===== config.mk =====
export PLATFORM = sky130hd
export DESIGN_NAME = mem_alu_driver
export DESIGN_NICKNAME = d
export VERILOG_FILES = /design/src/rtl/mem_alu_driver.sv
export SDC_FILE = /design/constraint.sdc
export NUM_CORES = 1
export LEC_CHECK = 0
export CORE_AREA = 3 3 79 81
export DETAILED_ROUTE_END_ITERATION = 6
export DIE_AREA = 0 0 82 84
export PLACE_DENSITY_LB_ADDON = 0.15
export SYNTH_ARGS = -nofsm -noshare
export SYNTH_HDL_FRONTEND = slang
export SYNTH_SLANG_ARGS = --single-unit

===== constraint.sdc =====
create_clock -name clk -period 2.1 [get_ports clk]
set_input_delay 0.42 -clock clk [delete_from_list [all_inputs] [get_ports clk]]
set_output_delay 0.42 -clock clk [all_outputs]
set_load 0.01 [all_outputs]

===== src/rtl/mem_alu_driver.sv =====
// Bus master for mem_alu: writes A/B/op, reads op back, starts the ALU, then captures the result.
// Latency: response valid RES_LAT+7 cycles after acceptance (6 on an op readback mismatch).
// Backpressure: one request in flight; req_ready only in IDLE, and the response holds until rsp_ready.
module mem_alu_driver #(
  parameter int ADDR_WIDTH = 2,
  parameter int DATA_WIDTH = 8,
  parameter int RES_WIDTH  = 16,
  parameter int RES_LAT    = 2
) (
  input  logic                  clk,
  input  logic                  reset,
  input  logic                  req_valid,
  output logic                  req_ready,
  input  logic [DATA_WIDTH-1:0] req_a,
  input  logic [DATA_WIDTH-1:0] req_b,
  input  logic [DATA_WIDTH-1:0] req_op,
  output logic                  rsp_valid,
  input  logic                  rsp_ready,
  output logic [RES_WIDTH-1:0]  rsp_res,
  output logic                  rsp_err,
  output logic                  rd_wr,
  output logic [ADDR_WIDTH-1:0] addr,
  output logic                  enable,
  output logic [DATA_WIDTH-1:0] wr_data,
  input  logic [DATA_WIDTH-1:0] rd_data,
  input  logic [RES_WIDTH-1:0]  res_out
);

  localparam logic [3:0] LAT_M1 = 4'(RES_LAT - 1);

  typedef enum logic [3:0] {
    IDLE, WR_A, WR_B, WR_OP, RD_OP, CHK, WR_GO, WAIT, RESP
  } state_t;

  state_t                state, state_nxt;
  logic [DATA_WIDTH-1:0] a_q, b_q, op_q;
  logic [3:0]            cnt, cnt_nxt;
  logic                  accept;
  logic                  enable_nxt, rd_wr_nxt;
  logic [ADDR_WIDTH-1:0] addr_nxt;
  logic [DATA_WIDTH-1:0] wr_data_nxt;

  assign req_ready = (state == IDLE);
  assign rsp_valid = (state == RESP);
  assign accept    = req_valid && req_ready;

  always_comb begin
    state_nxt   = state;
    cnt_nxt     = cnt;
    enable_nxt  = 1'b0;
    rd_wr_nxt   = 1'b0;
    addr_nxt    = '0;
    wr_data_nxt = '0;

    case (state)
      IDLE:    if (accept) state_nxt = WR_A;
      WR_A:    state_nxt = WR_B;
      WR_B:    state_nxt = WR_OP;
      WR_OP:   state_nxt = RD_OP;
      RD_OP:   state_nxt = CHK;
      CHK:     state_nxt = (rd_data == op_q) ? WR_GO : RESP;
      WR_GO: begin
        state_nxt = WAIT;
        cnt_nxt   = LAT_M1;
      end
      WAIT: begin
        if (cnt == 4'd0) state_nxt = RESP;
        else             cnt_nxt   = cnt - 4'd1;
      end
      RESP:    if (rsp_ready) state_nxt = IDLE;
      default: state_nxt = IDLE;
    endcase

    // Bus outputs are registered, so they are decoded from the state being entered.
    case (state_nxt)
      WR_A: begin
        enable_nxt  = 1'b1;
        rd_wr_nxt   = 1'b1;
        addr_nxt    = ADDR_WIDTH'(0);
        wr_data_nxt = accept ? req_a : a_q;
      end
      WR_B: begin
        enable_nxt  = 1'b1;
        rd_wr_nxt   = 1'b1;
        addr_nxt    = ADDR_WIDTH'(1);
        wr_data_nxt = b_q;
      end
      WR_OP: begin
        enable_nxt  = 1'b1;
        rd_wr_nxt   = 1'b1;
        addr_nxt    = ADDR_WIDTH'(2);
        wr_data_nxt = op_q;
      end
      RD_OP: begin
        enable_nxt  = 1'b1;
        addr_nxt    = ADDR_WIDTH'(2);
      end
      WR_GO: begin
        enable_nxt  = 1'b1;
        rd_wr_nxt   = 1'b1;
        addr_nxt    = ADDR_WIDTH'(3);
        wr_data_nxt = DATA_WIDTH'(1);
      end
      default: ;
    endcase
  end

  always_ff @(posedge clk or negedge reset) begin
    if (!reset) begin
      state   <= IDLE;
      cnt     <= 4'd0;
      a_q     <= '0;
      b_q     <= '0;
      op_q    <= '0;
      enable  <= 1'b0;
      rd_wr   <= 1'b0;
      addr    <= '0;
      wr_data <= '0;
      rsp_res <= '0;
      rsp_err <= 1'b0;
    end else begin
      state   <= state_nxt;
      cnt     <= cnt_nxt;
      enable  <= enable_nxt;
      rd_wr   <= rd_wr_nxt;
      addr    <= addr_nxt;
      wr_data <= wr_data_nxt;
      if (accept) begin
        a_q  <= req_a;
        b_q  <= req_b;
        op_q <= req_op;
      end
      if (state == CHK && rd_data != op_q) begin
        rsp_err <= 1'b1;
        rsp_res <= '0;
      end
      if (state == WAIT && cnt == 4'd0) begin
        rsp_err <= 1'b0;
        rsp_res <= res_out;
      end
    end
  end

endmodule


==> qor.yml, run 1 <==
finalCriticalPeriod_ns: 1.831
synth_edf_count: 0
regArea_mm2: 0.001328
fillers: 505
ys_seq_area_share_pct: 53.70
clk_path_buf_depth: 2
cp_data_required_time_ns: 1.68
die-area_mm2: 0.006888
portBuffers: 82
top_layer_used: "met4"
grt_pass1_vias: 2038
syn_inst: 257
yosysUniqueCellTypes: 39
worstPathMaxFanout: 5
yosys_most_used_dff: "dfrtp_1"
synth_fp_nets: 311
areaGrowthSynthToFinish_pct: 39.87
cts_made_buffers: 5
hpwl_um: 4054
yosys_warnings: 0
drt-pass1-iter-count: 4
postLayoutCoreUtil_pct: 62.35
wl_per_cell_um: 13.44
htreeDepth: 2
grt_max_degree: 54
worstSkewPairLatency_ns: 0.31
vdd_drop_max_uv: 559.3
pwr_density_cell_mw_per_mm2: 1265
avgSynthCellArea_um2: 9.610
grtUsageTotal_pct: 17.50
multi_input_area_mm2: 0.001046
status: "completed"
coreArea_mm2: 0.005540
overflow: 0
clock_skew_ns: 0.009330
async_flop_share_pct: 100.0
drive_gt1_share_pct: 8.235
cts_tree: "built"
layout.nets: 393
wl_met3_um: 395
wl_met1_um: 2447
cts_sinks: 53
power_mw: 4.371
period_share_pct: 87.21
synth-seq-cells: 53
hp-class: "input pin to async pin"
drt_iter0_drc: 87
drv_cap: 0
tightest_slew_ns: 0.6811
rsz0062_at_grt: "false"
finalMaxSlewViolations: 0
pre_cts_ws_ns: 0.08285
setup-violations-final: 0
power.leakage_nw: 1.561
num_rows: 27
crit_type: "register to output pin"
route.met2.wl_um: 2651
end_kind: "output pin"
cts_root_buf: "clkbuf_8"
syn-cell-area_mm2: 0.002470
route.vias.total: 2014
timing.final.ws_setup_ns: 0.2685
gp_congestion: 0.7406
num_io_pins: 83
fmaxAchievable_mhz: 546.0
start_kind: "register"
hold_violations: 0
drc_errors: 0
cts_setup_buffers: 0
antenna_found_initial: 0
arrival_ns: 1.41
drt_wl_total_um: 5537
fp.dieW_um: 82
die_h_um: 84
ant_nets: 0
slew_headroom_pct: 54.35
insertedDiodeCount: 0
mostFrequentLayoutCells: "nand2_1 (101), clkdlybuf4s50_1 (79), dfrtp_1 (52), o21ai_0 (12), o21ai_1 (9)"
clkTransAtPathRegs_ns: 0.09
timing.hold.ws_ns: 0.08463
initial_core_util_pct: 44.58
grt_pass1_wl_um: 9453
final_common_cell: "nand2_1"
setup_tns_ns: 0
avgViaCountPerCell: 4.888
registers in the layout, indices dropped and copies added, names as in the netlist:
register and cells:
addr 2, b_q 8, cnt 4, enable 1
op_q 8, rd_wr 1, rsp_err 1, rsp_res 16
state 4, wr_data 8
path summary, 6_finish.rpt:
check,cells past startpoint,start,slack (ns),endpoint
max reg2reg,5,state[1],0.29,rsp_res[2]
min in group clk,2,b_q[0],0.49,b_q[0]
min,2,reset,0.08,cnt[2]
max in group asynchronous,2,reset,1.76,state[1]
min reg2reg,2,b_q[0],0.49,b_q[0]
max,2,state[1],0.27,req_ready
synthesized netlist by cell type, types with 4 or more instances:
cell type	number	area share (%)
xor2_1	8	2.8
inv_1	5	0.76
buf_4	4	1.2
dfrtp_1	53	54
nand2_1	101	15
buf_2	4	0.81
a22oi_1	8	2.4
o21ai_1	9	1.8
nand2b_1	4	1.0
o21ai_0	12	2.4
cells by family after synthesis:
kind of cell / count (synthesis) / share of synthesized area (%)
and+or+nand+nor: 126 / 24.72
DFF: 53 / 53.70
AOI/OAI and AO/OA: 48 / 12.97
buffers and inverters: 19 / 4.357
xor gates and xnor gates: 8 / 2.837
adders and majority gates: 2 / 1.013
muxes: 1 / 0.4053
final cells by class:
cell class / count / share of cell area [%]
Sequential cell: 53 / 38.43
Clock buffer: 5 / 1.992
Tap cell: 72 / 2.608
Clock inverter: 3 / 0.7244
Timing Repair Buffer: 89 / 25.43
Inverter: 5 / 0.5433
Multi-Input combinational cell: 185 / 30.28
layer usage:
metal | track usage [%] | up-vias
li1 | - | 1018
met1 | 22.05 | 935
met2 | 29.46 | 57
met3 | 4.752 | 4
met4 | 4.079 | 0
met5 | 0 | -
power breakdown:
| group | total (mW) | switching, mW | leakage [nW] | internal [mW] |
|---|---|---|---|---|
| combinational | 1.98 | 0.976 | 0.841 | 1.01 |
| clock | 0.595 | 0.353 | 0.0447 | 0.241 |
| sequential | 1.79 | 0.333 | 0.676 | 1.46 |
| total | 4.37 | 1.66 | 1.56 | 2.71 |
worst max-delay path, cell delays in order, from the launching register on:
cell	delay, ns
dfrtp_2	0.46
nor4_4	0.34
dlygate4sd2_1	0.31
timing repair:
item / CTS / global route
resized for setup: 4 / 1
setup endpoints to repair: 2 / 3
hold buffers: 0 / 0
through the flow:
| step | cells | instance area (µm²) |
|---|---|---|
| after floorplan | 257 | 2470 |
| after global placement | 404 | 3352 |
| after detailed placement | 404 | 3352 |
| after CTS | 412 | 3450 |
| after global routing | 412 | 3455 |
| final | 412 | 3455 |
Power figures use the tool's default switching activity.
==> inputs of run 2 (changes only) <==
TNS_END_PERCENT = 20   (was not set)
==> results of run 2 <==
The final DEF is identical to that of run 1; final timing and power are the same.
==> patch (settings of run 1) <==
The 9 states of `state_t` get a one-hot encoding in 9 bits.
--- a/src/rtl/mem_alu_driver.sv
+++ b/src/rtl/mem_alu_driver.sv
@@ -28,8 +28,8 @@
 
   localparam logic [3:0] LAT_M1 = 4'(RES_LAT - 1);
 
-  typedef enum logic [3:0] {
-    IDLE, WR_A, WR_B, WR_OP, RD_OP, CHK, WR_GO, WAIT, RESP
+  typedef enum logic [8:0] {
+    IDLE = 9'b000000001, WR_A = 9'b000000010, WR_B = 9'b000000100, WR_OP = 9'b000001000, RD_OP = 9'b000010000, CHK = 9'b000100000, WR_GO = 9'b001000000, WAIT = 9'b010000000, RESP = 9'b100000000
   } state_t;
 
   state_t                state, state_nxt;
Formal check against the unedited RTL: no difference found for any inputs over 10 cycles, from zero or initial values and one cycle with reset low; not proved beyond that.
==> patch against run 1 <==
Total power up 1.2%. Sequential cell count up 5. Setup slack worse by 0.25 ns. Fmax down 12%. Combinational power down 19%. First-iteration DRC count up 90%. Synthesized area up 10%. Critical path depth up 5. Cell area up 22%. Wire length up 29%. Clock skew down 0.00063 ns. Critical endpoint is now rsp_res[9].
==> patch: results (changes against run 1) <==
[global_routing]
track_usage_pct = 21.1  ; +3.6 points
grt_util_met2_pct = 33.7  ; +4.3 points
grt_pass1_vias = 2368  ; +16%
grt_pass1_wl_um = 11000  ; +16%

[final_layout]
drive_above_1_share_pct = 20.4  ; +12 points
syn_to_final_growth_pct = 54.7
nFillCells = 397  ; -21%
fin_nets = 436  ; +11%

[place]
globalplace.congestion = 0.857  ; +16%
dp.cells = 434  ; +7.4%

[timing]
fmax_ghz = 0.479  ; -12%
holdWs_ns = 0.0808  ; -0.00383 ns

[synthesis]
syn_nets = 321  ; +3.2%
yosys.cell_types.count = 48  ; +23%
netlist_area_um2 = 2720  ; +10%
synth_common_cells = 57 x dfrtp_1, 57 x nand2_1, 21 x nor2_1, 16 x mux2i_1, 11 x xor2_1

[clock_tree]
clock_latency_ns = 0.34  ; +0.03 ns
clk_pin_slew_ns = 0.07  ; -0.02 ns
postCtsSetupBuffers = 1  ; +1

[critical_path]
worstSetupPathType = reg -> reg
r2r-end = rsp_res[9]
critPathTopFamily = simple AND/OR/NAND/NOR gates
crit_slowest_cell = or4b_4
reg2reg_depth = 7  ; +2
reg2reg_from = cnt[1]
critical_path_arrival_ns = 2.31  ; +0.90 ns

[power_and_ir_drop]
p_int_mw = 2.99  ; +10%
p_leak_nw = 2.11  ; +35%
irDropWorstVdd_v = 0.000776  ; +39%

[routing]
wl_per_cell_um = 15.6  ; +16%
wl_met2_um = 3710  ; +40%
drt-initial-drc-count = 165  ; +90%

[status]
status = finished, final reports clean

patch: logic make-up after synthesis:
family / synth area share [%]
buffers and inverters: 5.84
adders and majority gates: 0.920
and+or+nand+nor: 22.5
muxes: 5.89
AOI/OAI and AO/OA: 7.87
DFF: 53.4
xor gates and xnor gates: 3.54
patch: power groups by stage:
stage,clock [mW],sequential [mW],combinational [mW]
2_1_floorplan,0,1.69,0.736
3_3_place_gp,0,1.67,1.49
3_5_place_dp,0,1.68,1.53
4_1_cts,1.15,1.67,1.56
5_1_grt,1.21,1.72,1.78
6_report,1.13,1.68,1.61
patch: area by class of cell:
| cell class | count | area share, % |
|---|---|---|
| flip-flops and latches | 58 | 34.5 |
| multi-input cells | 181 | 29.0 |
| repair buffers | 119 | 27.8 |
| clock buffers | 11 | 3.36 |
| well taps | 72 | 2.14 |
| clock inverters | 5 | 1.84 |
| inverters | 12 | 1.13 |
| repair inverters | 1 | 0.178 |
